**src/rtl/array_ctrl_pkg.sv**
```systemverilog
// Shared constants and state encoding for the SRAM requester controller.
package array_ctrl_pkg;
  localparam int DEPTH  = 128;
  localparam int ADDR_W = 7;
  localparam int DATA_W = 74;
  localparam int LANES  = 2;
  localparam int LANE_W = DATA_W / LANES;

  typedef enum logic {
    INIT = 1'b0,
    RUN  = 1'b1
  } state_t;
endpackage

```
**src/rtl/array_resp_fifo.sv**
```systemverilog
// Two-entry in-order response buffer; simultaneous push and pop are both honoured.
module array_resp_fifo
  import array_ctrl_pkg::*;
(
  input  logic              clock,
  input  logic              reset,
  input  logic              push,
  input  logic [DATA_W-1:0] push_data,
  input  logic              pop,
  output logic [1:0]        count,
  output logic [DATA_W-1:0] head
);
  logic [DATA_W-1:0] mem [2];
  logic              wr_ptr;
  logic              rd_ptr;
  logic [1:0]        cnt;
  logic              push_ok;
  logic              pop_ok;

  assign pop_ok  = pop && (cnt != 2'd0);
  assign push_ok = push && ((cnt != 2'd2) || pop_ok);
  assign count   = cnt;
  assign head    = mem[rd_ptr];

  always_ff @(posedge clock) begin
    if (reset) begin
      wr_ptr <= 1'b0;
      rd_ptr <= 1'b0;
      cnt    <= 2'd0;
    end else begin
      if (push_ok) wr_ptr <= ~wr_ptr;
      if (pop_ok)  rd_ptr <= ~rd_ptr;
      case ({push_ok, pop_ok})
        2'b10:   cnt <= cnt + 2'd1;
        2'b01:   cnt <= cnt - 2'd1;
        default: cnt <= cnt;
      endcase
    end
  end

  // Storage carries data only, so it is left out of reset.
  always_ff @(posedge clock) begin
    if (push_ok) mem[wr_ptr] <= push_data;
  end
endmodule

```
**src/rtl/array_req_ctrl.sv**
```systemverilog
// Arbitrates write/read request channels onto a single-port SRAM, zero-fills it
// after reset and buffers read responses across the macro's 1-cycle latency.
module array_req_ctrl
  import array_ctrl_pkg::*;
#(
  parameter int INIT_ON_RESET = 1
) (
  input  logic              clock,
  input  logic              reset,
  input  logic              w_valid,
  output logic              w_ready,
  input  logic [ADDR_W-1:0] w_addr,
  input  logic [DATA_W-1:0] w_data,
  input  logic [LANES-1:0]  w_mask,
  input  logic              r_valid,
  output logic              r_ready,
  input  logic [ADDR_W-1:0] r_addr,
  output logic              resp_valid,
  input  logic              resp_ready,
  output logic [DATA_W-1:0] resp_data,
  output logic              init_done,
  output logic [ADDR_W-1:0] sram_addr,
  output logic              sram_en,
  output logic              sram_wmode,
  output logic [LANES-1:0]  sram_wmask,
  output logic [DATA_W-1:0] sram_wdata,
  input  logic [DATA_W-1:0] sram_rdata
);
  state_t            state;
  state_t            state_nxt;
  logic [ADDR_W-1:0] init_cnt;
  logic              rr_read;    // 1: read wins the next contended cycle
  logic              rd_vld_p1;  // read issued last cycle, rdata valid now
  logic [1:0]        fifo_count;
  logic [DATA_W-1:0] fifo_head;
  logic [1:0]        occ;
  logic              run;
  logic              pop;
  logic              rd_ok;
  logic              grant_w;
  logic              grant_r;

  assign run        = (state == RUN) && !reset;
  assign resp_valid = (fifo_count != 2'd0) && !reset;
  assign resp_data  = fifo_head;
  assign pop        = resp_valid && resp_ready;
  // Credit: buffered plus in-flight responses, less the one leaving this cycle.
  assign occ        = fifo_count + {1'b0, rd_vld_p1} - {1'b0, pop};
  assign rd_ok      = run && r_valid && (occ < 2'd2);
  assign grant_w    = run && w_valid && (!rd_ok || !rr_read);
  assign grant_r    = rd_ok && (!w_valid || rr_read);
  assign w_ready    = grant_w;
  assign r_ready    = grant_r;
  assign init_done  = run;

  always_ff @(posedge clock) begin
    if (reset) begin
      state     <= (INIT_ON_RESET != 0) ? INIT : RUN;
      init_cnt  <= '0;
      rr_read   <= 1'b0;
      rd_vld_p1 <= 1'b0;
    end else begin
      state     <= state_nxt;
      rd_vld_p1 <= grant_r;
      if (state == INIT) init_cnt <= init_cnt + 1'b1;
      if (w_valid && rd_ok) rr_read <= ~rr_read;
    end
  end

  always_comb begin
    state_nxt  = state;
    sram_en    = 1'b0;
    sram_wmode = 1'b0;
    sram_addr  = w_addr;
    sram_wmask = w_mask;
    sram_wdata = w_data;
    case (state)
      INIT: begin
        if (!reset) begin
          sram_en    = 1'b1;
          sram_wmode = 1'b1;
          sram_addr  = init_cnt;
          sram_wmask = '1;
          sram_wdata = '0;
        end
        if (init_cnt == ADDR_W'(DEPTH - 1)) state_nxt = RUN;
      end
      RUN: begin
        if (grant_w) begin
          sram_en    = 1'b1;
          sram_wmode = 1'b1;
        end else if (grant_r) begin
          sram_en    = 1'b1;
          sram_addr  = r_addr;
        end
      end
      default: state_nxt = state;
    endcase
  end

  // Response stage: rdata captured the cycle after the read was issued.
  array_resp_fifo u_resp_fifo (
    .clock     (clock),
    .reset     (reset),
    .push      (rd_vld_p1),
    .push_data (sram_rdata),
    .pop       (pop),
    .count     (fifo_count),
    .head      (fifo_head)
  );
endmodule
```
**config.mk**
```make
export PLATFORM = sky130hd
export DESIGN_NAME = array_req_ctrl
export DESIGN_NICKNAME = d
export VERILOG_FILES = /design/src/rtl/array_ctrl_pkg.sv /design/src/rtl/array_resp_fifo.sv /design/src/rtl/array_req_ctrl.sv
export SDC_FILE = /design/constraint.sdc
export NUM_CORES = 1
export LEC_CHECK = 0
export ABC_AREA = 1
export CORE_ASPECT_RATIO = 1.2
export CORE_MARGIN = 1
export CORE_UTILIZATION = 37
export DETAILED_ROUTE_END_ITERATION = 10
export PLACE_DENSITY = 0.77
export SYNTH_ARGS = -nofsm -noshare
export SYNTH_HDL_FRONTEND = slang
export SYNTH_SLANG_ARGS = --single-unit
```
**constraint.sdc**
```tcl
create_clock -name clock -period 4.6 [get_ports clock]
set_input_delay 0.46 -clock clock [delete_from_list [all_inputs] [get_ports clock]]
set_output_delay 0.46 -clock clock [all_outputs]
set_load 0.005 [all_outputs]
```
==> flow_metrics.py, run 1 <==
metrics = {
    "floorplan": {
        "floorplan.rows": 54,
        "floorplan.initialDensity": 0.381,
        "dieWidth_um": 128,
        "floorplan.io_pins": 332,
        "die_area_mm2": 0.0195,
        "fp.coreArea_mm2": 0.0184,
        "die_height_um": 153,
    },
    "synthesis": {
        "yosys.cell_types.count": 28,
        "synth_area_mm2": 0.00699,
        "syn_area_per_cell_um2": 12.4,
        "post_synthesis_register_bit_count": 163,
        "ys_warn_count": 0,
        "ys_seq_area_frac": 0.678,
        "synthesis.nets": 733,
        "cells_after_synthesis": 562,
    },
    "clock_network": {
        "clkLatencyLatePin_ns": 0.41,
        "clock-sinks": 163,
        "numCtsBuffers": 17,
        "cts_tree": "done",
        "cts.reportedPaths.clkPinSlew_ns": 0.06,
        "postCtsHoldBufs": 0,
        "clock_tree.root_cell": "clkbuf_16",
        "max-clock-path-buffers": 2,
        "post_cts_resize_count": 0,
        "ctsHtreeMaxLevel": 4,
        "post_cts.repair.setup_buffers": 0,
    },
    "worst_setup_path": {
        "crit_path_max_fanout": 11,
        "cp-start-kind": "input port",
        "critical_path_required_ns": 4.14,
        "endpoint_kind": "output pin",
        "critPathArrivalTime_ns": 3.06,
        "worst-setup-path-type": "in2out",
    },
    "worst_hold_path": {
        "timing.hold.worst.class": "reg2reg",
    },
    "power": {
        "leakage_nw": 4.28,
        "ir_drop_worst_vdd_uv": 204,
        "power_density_mw_per_mm2": 300,
        "totalPowerFinal_w": 0.00336,
    },
    "global_route": {
        "grt_pass1_vias": 5577,
        "grt_overflow": 0,
        "initial_antenna_violation_count": 6,
        "maximum_number_of_pins_on_one_net_before_global_route_repair": 75,
        "global_route.usage.total": 0.213,
        "grt_pass1_wl_um": 30800,
    },
    "routing": {
        "drt-pass1-iter-count": 5,
        "routed_vias": 5346,
        "wl_per_cell_um": 18.1,
        "route.detailed.vias_per_inst": 4.60,
        "first_iter_violations": 231,
        "final_antenna_net_count": 0,
        "route.final.wire_length_um": 21000,
        "drc_errors": 0,
    },
    "timing": {
        "fin_crit_sh": 0.765,
        "highest_achievable_clock_rate_ghz": 0.284,
        "tightestPinTransition_ns": 1.03,
        "hold_violations": 0,
        "timing.setup.tns_ns": 0,
        "worst_clk_skew_ns": 0.00985,
        "rsz0062_at_grt": "no",
        "maxSlewHeadroom": 0.314,
        "period_needed_ns": 3.52,
        "finalSetupViolCount": 0,
        "slew_viol_final": 0,
    },
    "layout": {
        "area_delta_synth_final_pct": 60.3,
        "fin_nets": 1066,
        "post_route_cells_drive_above_1_share": 0.137,
    },
    "placed_design": {
        "post_detailed_placement_half_perimeter_wirelength_um": 15600,
        "gp_congestion": 0.964,
        "port_buffers": 331,
    },
    "flow_run": {
        "drv.max_cap_violation_count": 0,
    },
    "run_status": {
        "status": "completed",
    },
}
## cells in the final DEF (no fill, tap or decap), types with 13 or more instances in the layout
master           Yosys  final
dfxtp_1             15     14
nand3_1             15     15
nand2_1             38     38
nor2_1              87     85
clkdlybuf4s50_1      0    331
a21oi_1             13     13
inv_1              109    109
mux2_2              74     74
edfxtp_1           148    148
clkbuf_16            0     17
## worst paths after layout
| check | startpoint | to | slack, ns | cells after the start |
|---|---|---|---|---|
| hold / removal | init_cnt[6] | init_cnt[6] | 0.48 | 2 |
| hold reg to reg | init_cnt[6] | init_cnt[6] | 0.48 | 2 |
| setup reg to reg | u_resp_fifo.count[1] | u_resp_fifo.mem[1][4] | 2.68 | 7 |
| setup / recovery | reset | sram_addr[4] | 1.08 | 15 |
## cells by family (layout without fill, tap and decap cells)
kind of cell | after synthesis | after routing | share of synthesized area
flops | 163 | 163 | 0.678
xor+xnor | 2 | 2 | 0.00251
mux | 74 | 74 | 0.119
buf+inv | 133 | 478 | 0.0764
fa+ha+maj | 2 | 2 | 0.00358
simple gates | 161 | 161 | 0.0989
compound gates | 27 | 27 | 0.0209
other cells | 0 | 4 | 0
## worst max-delay path, stage by stage
cell	delay [ns]
clkdlybuf4s50_1	0.44
inv_2	0.17
nand3_2	0.15
inv_1	0.08
ha_1	0.22
inv_1	0.06
nand2_1	0.06
inv_1	0.06
nand2_1	0.06
nand2_2	0.18
nand3_2	0.28
nand2_1	0.13
nand3_1	0.07
nand2_1	0.10
clkdlybuf4s50_1	0.53
## synth_stat cells (all sizes together)
| master | number | share of area |
|---|---|---|
| nor3 | 1 | 0.00072 |
| edfxtp | 148 | 0.64 |
| xor2 | 2 | 0.0025 |
| nand4 | 11 | 0.0098 |
| mux2 | 74 | 0.12 |
| buf | 16 | 0.014 |
| nand3 | 17 | 0.014 |
| or2 | 2 | 0.0018 |
| clkbuf | 6 | 0.0032 |
| o21a | 1 | 0.0011 |
| inv | 111 | 0.060 |
| a22o | 1 | 0.0013 |
| ha | 2 | 0.0036 |
| nand2 | 41 | 0.024 |
| a21oi | 13 | 0.0093 |
| dfxtp | 15 | 0.043 |
| nor2 | 89 | 0.049 |
| a31oi | 1 | 0.00090 |
| o21ai | 11 | 0.0084 |
## report_power, final
group          leakage (nW)  switching, W  internal, W
Clock                 0.283      0.000600     0.000818
Sequential             1.45    0.00000413      0.00161
Combinational          2.54      0.000106     0.000217
## routing by layer
| metal | track usage | up-vias | wire length, um |
|---|---|---|---|
| met1 | 0.233 | 2502 | 7730 |
| met5 | 0 | - | 54 |
| met4 | 0.0697 | 8 | 471 |
| met2 | 0.362 | 261 | 10100 |
| met3 | 0.0990 | 36 | 2680 |
| li1 | - | 2539 | - |
## sequential cells by signal (all words and copies together), names as in the netlist, named ones only
| name | count |
|---|---|
| state | 1 |
| rd_vld_p1 | 1 |
| u_resp_fifo.rd_ptr | 1 |
| u_resp_fifo.mem | 148 |
| u_resp_fifo.wr_ptr | 1 |
| init_cnt | 7 |
| rr_read | 1 |
| u_resp_fifo.count | 2 |
## through the flow
stage	setup slack, ns	area, um2	utilization	hold slack, ns	cells
6_report	1.08	11200	0.610	0.479	1163
3_5_place_dp	1.08	10600	0.577	0.469	1128
2_1_floorplan	0.113	6990	-	0.439	562
4_1_cts	1.06	11200	0.609	0.481	1159
3_3_place_gp	1.12	10600	0.577	0.453	1128
5_1_grt	0.902	11200	0.610	0.493	1160
## final cells by class
type	count	area (um2)
Antenna cell	4	10.0
Clock buffer	17	425
Clock inverter	14	171
Fill cell	1532	7170
Inverter	111	417
Multi-Input combinational cell	266	1730
Sequential cell	163	4750
Tap cell	252	315
Timing Repair Buffer	336	3390
Note: power is estimated with default switching activity, not from simulation.
==> run 2: changes to the inputs <==
--- a/config.mk
+++ b/config.mk
@@ -8,9 +8,9 @@
 export ABC_AREA = 1
 export CORE_ASPECT_RATIO = 1.2
 export CORE_MARGIN = 1
-export CORE_UTILIZATION = 37
+export CORE_UTILIZATION = 41
 export DETAILED_ROUTE_END_ITERATION = 10
-export PLACE_DENSITY = 0.77
+export PLACE_DENSITY = 0.8
 export SYNTH_ARGS = -nofsm -noshare
 export SYNTH_HDL_FRONTEND = slang
 export SYNTH_SLANG_ARGS = --single-unit
==> constraint.sdc (replaced) <==
create_clock -name clock -period 3.27 [get_ports clock]
set_input_delay 0.327 -clock clock [delete_from_list [all_inputs] [get_ports clock]]
set_output_delay 0.327 -clock clock [all_outputs]
set_load 0.005 [all_outputs]
==> flow_metrics.py, run 2 (synthesis results as in run 1) <==
metrics = {
    "run_status": {
        "status": "completed",
    },
    "timing": {
        "maxSlewHeadroom": 0.609,
        "final.setup.worst_slack_ns": 0.237,
        "worst_clk_skew_ns": 0.0129,
        "hold_violations": 0,
        "highest_achievable_clock_rate_ghz": 0.330,
        "tightestPinTransition_ns": 0.587,
        "hold-worst-slack_ns": 0.465,
        "period_needed_ns": 3.03,
        "finalSetupViolCount": 0,
        "fin_crit_sh": 0.927,
        "rsz0062_at_grt": "no",
        "slew_viol_final": 0,
    },
    "routing": {
        "first_iter_violations": 316,
        "wl_per_cell_um": 18.6,
        "route.detailed.vias_per_inst": 4.75,
        "drc_errors": 0,
        "route.final.wire_length_um": 21000,
        "final_antenna_net_count": 0,
        "drt-pass1-iter-count": 5,
        "routed_vias": 5364,
    },
    "placed_design": {
        "post_detailed_placement_half_perimeter_wirelength_um": 15700,
        "gp_congestion": 0.866,
        "placement.setup.worst_slack_ns": 0.261,
        "port_buffers": 331,
        "dp.cells": 1093,
    },
    "global_route": {
        "gr-usage-met1": 0.272,
        "grt_pass1_vias": 5483,
        "gr-usage-met3": 0.0822,
        "initial_antenna_violation_count": 4,
        "global_route.usage.total": 0.243,
        "grt_overflow": 0,
        "grt_pass1_wl_um": 31500,
        "top_usage_layer": "met2",
        "maximum_number_of_pins_on_one_net_before_global_route_repair": 75,
        "globalRouteMet2Util": 0.439,
    },
    "clock_network": {
        "numCtsBuffers": 17,
        "ctsHtreeMaxLevel": 4,
        "clkLatencyLatePin_ns": 0.41,
        "cts_tree": "done",
        "max-clock-path-buffers": 2,
        "clock_tree.root_cell": "clkbuf_16",
        "cts.reportedPaths.clkPinSlew_ns": 0.06,
        "clock-sinks": 163,
    },
    "floorplan": {
        "floorplan.initialDensity": 0.425,
        "die_height_um": 145,
        "fp.coreArea_mm2": 0.0165,
        "floorplan.io_pins": 332,
        "dieWidth_um": 121,
        "die_area_mm2": 0.0176,
        "floorplan.rows": 51,
    },
    "layout": {
        "flip_flop_count_of_the_largest_register_all_copies_and_words_added": 148,
        "regMostFlops": "u_resp_fifo.mem",
        "final_cell_count_without_fillers": 1129,
        "fin_nets": 1073,
        "num-fill-cells": 1213,
        "layout_common_cells": "clkdlybuf4s50_1, edfxtp_1, inv_1, nor2_1, mux2_2",
        "layout_commonest_cell": "clkdlybuf4s50_1",
        "area_delta_synth_final_pct": 60.7,
        "post_route_cells_drive_above_1_share": 0.143,
    },
    "power": {
        "leakage_nw": 4.33,
        "totalPowerFinal_w": 0.00471,
        "ir_drop_worst_vdd_uv": 362,
        "power_density_mw_per_mm2": 419,
    },
    "worst_setup_path": {
        "crit_path_frequent_cell": "nand2_1",
        "crit_path_max_fanout": 10,
        "critical-path-max-stage-delay_ns": 0.50,
        "worst-setup-path-type": "reg2out",
        "critPathArrivalTime_ns": 2.71,
        "critical_path_required_ns": 2.94,
        "endpoint_kind": "output pin",
        "cp-start-kind": "register",
        "cpMaxStageDelayCell": "clkdlybuf4s50_1",
        "crit_path_cell_trace": "inv_1 > nand2_1 > nand3_2 > inv_1 > ha_1 > inv_1 > nand2_1 > inv_1 > nand2_1 > nand2_4 > nand3_4 > nand2_1 > nand3_1 > nand2_1 > clkdlybuf4s50_1",
    },
    "worst_hold_path": {
        "timing.hold.worst.class": "reg2reg",
    },
    "flow_run": {
        "drv.max_cap_violation_count": 0,
    },
}
run 2: cell count changes in the layout (fill, tap and decap cells not counted), sizes merged:
cell      change
buf           +7
clkinv        +7
clkinvlp      -3
inv           -3
diode         -2
run 2: path summary, 6_finish.rpt:
path / start / to / slack [ns] / cells past startpoint
setup / recovery: u_resp_fifo.count[0] / sram_addr[0] / 0.24 / 15
hold / removal: rr_read / rr_read / 0.46 / 2
setup reg to reg: u_resp_fifo.count[0] / u_resp_fifo.mem[0][57] / 1.19 / 7
hold reg to reg: rr_read / rr_read / 0.46 / 2
run 2: critical path, delay by kind of cell (launching register included):
family | cells | cell delay (ns)
simple gates | 9 | 0.88
buf+inv | 5 | 0.82
flops | 1 | 0.37
fa+ha+maj | 1 | 0.22
run 2: final cells by class:
| class | instances | area (um2) | area share |
|---|---|---|---|
| well taps | 212 | 265 | 0.0236 |
| repair buffers | 343 | 3450 | 0.307 |
| multi-input cells | 266 | 1750 | 0.155 |
| diodes | 2 | 5.00 | 0.000445 |
| inverters | 111 | 417 | 0.0371 |
| flip-flops and latches | 163 | 4750 | 0.423 |
| clock buffers | 17 | 425 | 0.0379 |
| clock inverters | 15 | 176 | 0.0157 |
run 2: report_power, final:
group | total (W) | switching [W] | internal, W | leakage [nW]
clock network | 0.00198 | 0.000834 | 0.00115 | 0.294
registers | 0.00228 | 0.00000594 | 0.00227 | 1.45
logic | 0.000450 | 0.000144 | 0.000306 | 2.58
run 2: routing by layer:
metal	share of wire	vias up
met4	0.011	0
met3	0.085	12
met1	0.38	2541
met5	0	-
met2	0.52	244
li1	-	2567
run 2: stage by stage:
stage	utilization	setup TNS (ns)	cell area, um2
after detailed placement	0.644	0	10600
after global routing	0.682	0	11200
after global placement	0.644	0	10600
after floorplan	-	-167.96	6990
after CTS	0.681	0	11200
final	0.683	0	11200
run 2: repair_timing:
action                                  4_1_cts  5_1_grt
setup buffers                                 0        2
endpoints found under the setup margin        0        8
hold buffers                                  0        0
resized for setup                             0        2
==> run 3: changes to the inputs <==
--- a/config.mk
+++ b/config.mk
@@ -6,11 +6,15 @@
 export NUM_CORES = 1
 export LEC_CHECK = 0
 export ABC_AREA = 1
+export CELL_PAD_IN_SITES_DETAIL_PLACEMENT = 0
+export CELL_PAD_IN_SITES_GLOBAL_PLACEMENT = 2
 export CORE_ASPECT_RATIO = 1.2
 export CORE_MARGIN = 1
-export CORE_UTILIZATION = 41
+export CORE_UTILIZATION = 25
 export DETAILED_ROUTE_END_ITERATION = 10
-export PLACE_DENSITY = 0.8
+export GPL_TIMING_DRIVEN = 0
+export PLACE_DENSITY_LB_ADDON = 0.1
 export SYNTH_ARGS = -nofsm -noshare
 export SYNTH_HDL_FRONTEND = slang
 export SYNTH_SLANG_ARGS = --single-unit
+export TNS_END_PERCENT = 5
==> flow_metrics.py, run 3 (synthesis results as in run 1) <==
metrics = {
    "layout": {
        "layout_common_cells": "clkdlybuf4s50_1, edfxtp_1, inv_1, nor2_1, mux2_2",
        "post_route_standard_cell_area_excluding_fillers_mm2": 0.0115,
        "post_route_cells_drive_above_1_share": 0.145,
        "num-fill-cells": 2596,
        "regMostFlops": "u_resp_fifo.mem",
        "layout_commonest_cell": "clkdlybuf4s50_1",
        "final_cell_count_without_fillers": 1304,
        "flip_flop_count_of_the_largest_register_all_copies_and_words_added": 148,
        "final-seq-area_mm2": 0.00475,
        "fin_nets": 1087,
        "multi_input_area_mm2": 0.00174,
        "layout.core_utilization": 0.419,
        "area_delta_synth_final_pct": 63.9,
    },
    "power": {
        "totalPowerFinal_w": 0.00467,
        "ir_drop_worst_vdd_uv": 316,
        "power_density_mw_per_mm2": 407,
        "leakage_nw": 4.37,
    },
    "timing": {
        "hold_violations": 0,
        "tightestPinTransition_ns": 0.620,
        "slew_viol_final": 0,
        "hold-worst-slack_ns": 0.413,
        "rsz0062_at_grt": "no",
        "finalSetupViolCount": 0,
        "period_needed_ns": 3.01,
        "maxSlewHeadroom": 0.586,
        "worst_clk_skew_ns": 0.00969,
        "highest_achievable_clock_rate_ghz": 0.332,
        "fin_crit_sh": 0.922,
    },
    "worst_setup_path": {
        "critPathArrivalTime_ns": 2.69,
        "cp-start-kind": "register",
        "rrSetupSlack_ns": 1.14,
        "critical_path_required_ns": 2.94,
        "crit_path_frequent_cell": "nand2_1",
        "critical_path.startpoint": "u_resp_fifo.count[0]",
        "critical-path-max-stage-delay_ns": 0.48,
        "crit_path_end": "sram_wmode",
        "worst-setup-path-type": "reg2out",
        "endpoint_kind": "output pin",
        "crit_path_max_fanout": 10,
        "cpMaxStageDelayCell": "clkdlybuf4s50_1",
        "timing.rr.start": "u_resp_fifo.count[0]",
        "worstRegToRegCells": 7,
        "crit_path_cell_trace": "inv_1 > nand2_1 > nand3_2 > inv_1 > ha_1 > inv_1 > nand2_1 > inv_1 > nand2_1 > nand2_2 > buf_6 > nand2_1 > o21ai_2 > nand2_1 > clkdlybuf4s50_1",
        "regToRegEndpoint": "u_resp_fifo.mem[1][39]",
    },
    "placed_design": {
        "gp_congestion": 0.792,
        "dp.cells": 1271,
        "port_buffers": 331,
        "post_detailed_placement_half_perimeter_wirelength_um": 16300,
        "placed_cell_area_mm2": 0.0109,
    },
    "global_route": {
        "maximum_number_of_pins_on_one_net_before_global_route_repair": 32,
        "grt_overflow": 0,
        "global_route.usage.total": 0.147,
        "gr-usage-met1": 0.146,
        "gr-usage-met3": 0.0676,
        "globalRouteMet2Util": 0.266,
        "grt_pass1_vias": 5597,
        "initial_antenna_violation_count": 4,
        "top_usage_layer": "met2",
        "grt_pass1_wl_um": 31100,
    },
    "floorplan": {
        "die_height_um": 185,
        "floorplan.rows": 66,
        "dieWidth_um": 155,
        "floorplan.initialDensity": 0.256,
        "fp.coreArea_mm2": 0.0273,
        "floorplan.io_pins": 332,
        "die_area_mm2": 0.0286,
    },
    "routing": {
        "wl_per_cell_um": 15.8,
        "final_antenna_net_count": 0,
        "route.final.wire_length_um": 20600,
        "first_iter_violations": 182,
        "drt-pass1-iter-count": 4,
        "drc_errors": 0,
        "routed_vias": 5273,
        "route.detailed.vias_per_inst": 4.04,
    },
    "worst_hold_path": {
        "timing.hold.worst.class": "in2reg",
        "min_delay_path_depth": 4,
        "hold_path_start": "reset",
    },
    "clock_network": {
        "cts.reportedPaths.clkPinSlew_ns": 0.06,
        "max-clock-path-buffers": 2,
        "post_cts.repair.setup_buffers": 0,
        "clock_tree.root_cell": "clkbuf_16",
        "numCtsBuffers": 17,
        "clock-sinks": 163,
        "post_cts_resize_count": 0,
        "clkLatencyLatePin_ns": 0.42,
        "ctsHtreeMaxLevel": 4,
        "postCtsHoldBufs": 0,
        "cts_tree": "done",
    },
    "run_status": {
        "status": "completed",
    },
    "flow_run": {
        "drv.max_cap_violation_count": 0,
    },
}
-- run 3: cell types whose count changed in the layout (fill, tap and decap cells not counted), moves of 2 or more --
cell      before  now
buf_6          0    2
clkinv_4       6    3
inv_6          2    0
inv_8          2    0
clkbuf_1       0    9
buf_4          8    1
buf_2          0   13
-- run 3: how the worst min path moves through the flow --
stage                                         to  slack, ns
after floorplan            u_resp_fifo.mem[0][0]       0.43
after global placement                   rr_read       0.45
after detailed placement                 rr_read       0.45
after CTS                 u_resp_fifo.mem[1][17]       0.46
after global routing        u_resp_fifo.count[1]       0.43
final                       u_resp_fifo.count[1]       0.41
-- run 3: worst max-delay path: cells and delay by family, from the launching register on --
kind	cells	cell delay (ns)
buffers and inverters	6	0.94
AND/OR/NAND/NOR	7	0.61
flip-flops	1	0.32
adder cells (fa/ha/maj)	1	0.26
AO/OA/AOI/OAI	1	0.14
-- run 3: per-layer routing --
metal | wire (um) | share of wire
met5 | 25 | 0.0012
met4 | 276 | 0.013
met3 | 2000 | 0.097
met2 | 11000 | 0.53
met1 | 7380 | 0.36
-- run 3: final cells by class --
| class | count | share of cell area |
|---|---|---|
| clock inverter | 10 | 0.0119 |
| antenna | 3 | 0.000655 |
| multi-input combinational | 266 | 0.151 |
| buffer | 22 | 0.0103 |
| clock buffer | 20 | 0.0381 |
| tap | 374 | 0.0408 |
| timing repair buffer | 335 | 0.296 |
| inverter | 111 | 0.0366 |
| sequential | 163 | 0.414 |
-- run 3: report_power, final --
| group | leakage [nW] | total (W) | switching (W) | internal (W) |
|---|---|---|---|---|
| Sequential | 1.45 | 0.00228 | 0.00000479 | 0.00227 |
| Clock | 0.275 | 0.00194 | 0.000751 | 0.00119 |
| Combinational | 2.64 | 0.000450 | 0.000145 | 0.000304 |
| Total | 4.37 | 0.00467 | 0.000901 | 0.00376 |
-- run 3: stage by stage --
stage,TNS (ns),setup slack (ns)
finish,0,0.256
global route,0,0.0140
CTS,0,0.0655
detailed placement,0,0.0806
global placement,-540.07,-3.66
floorplan,-167.96,-1.13
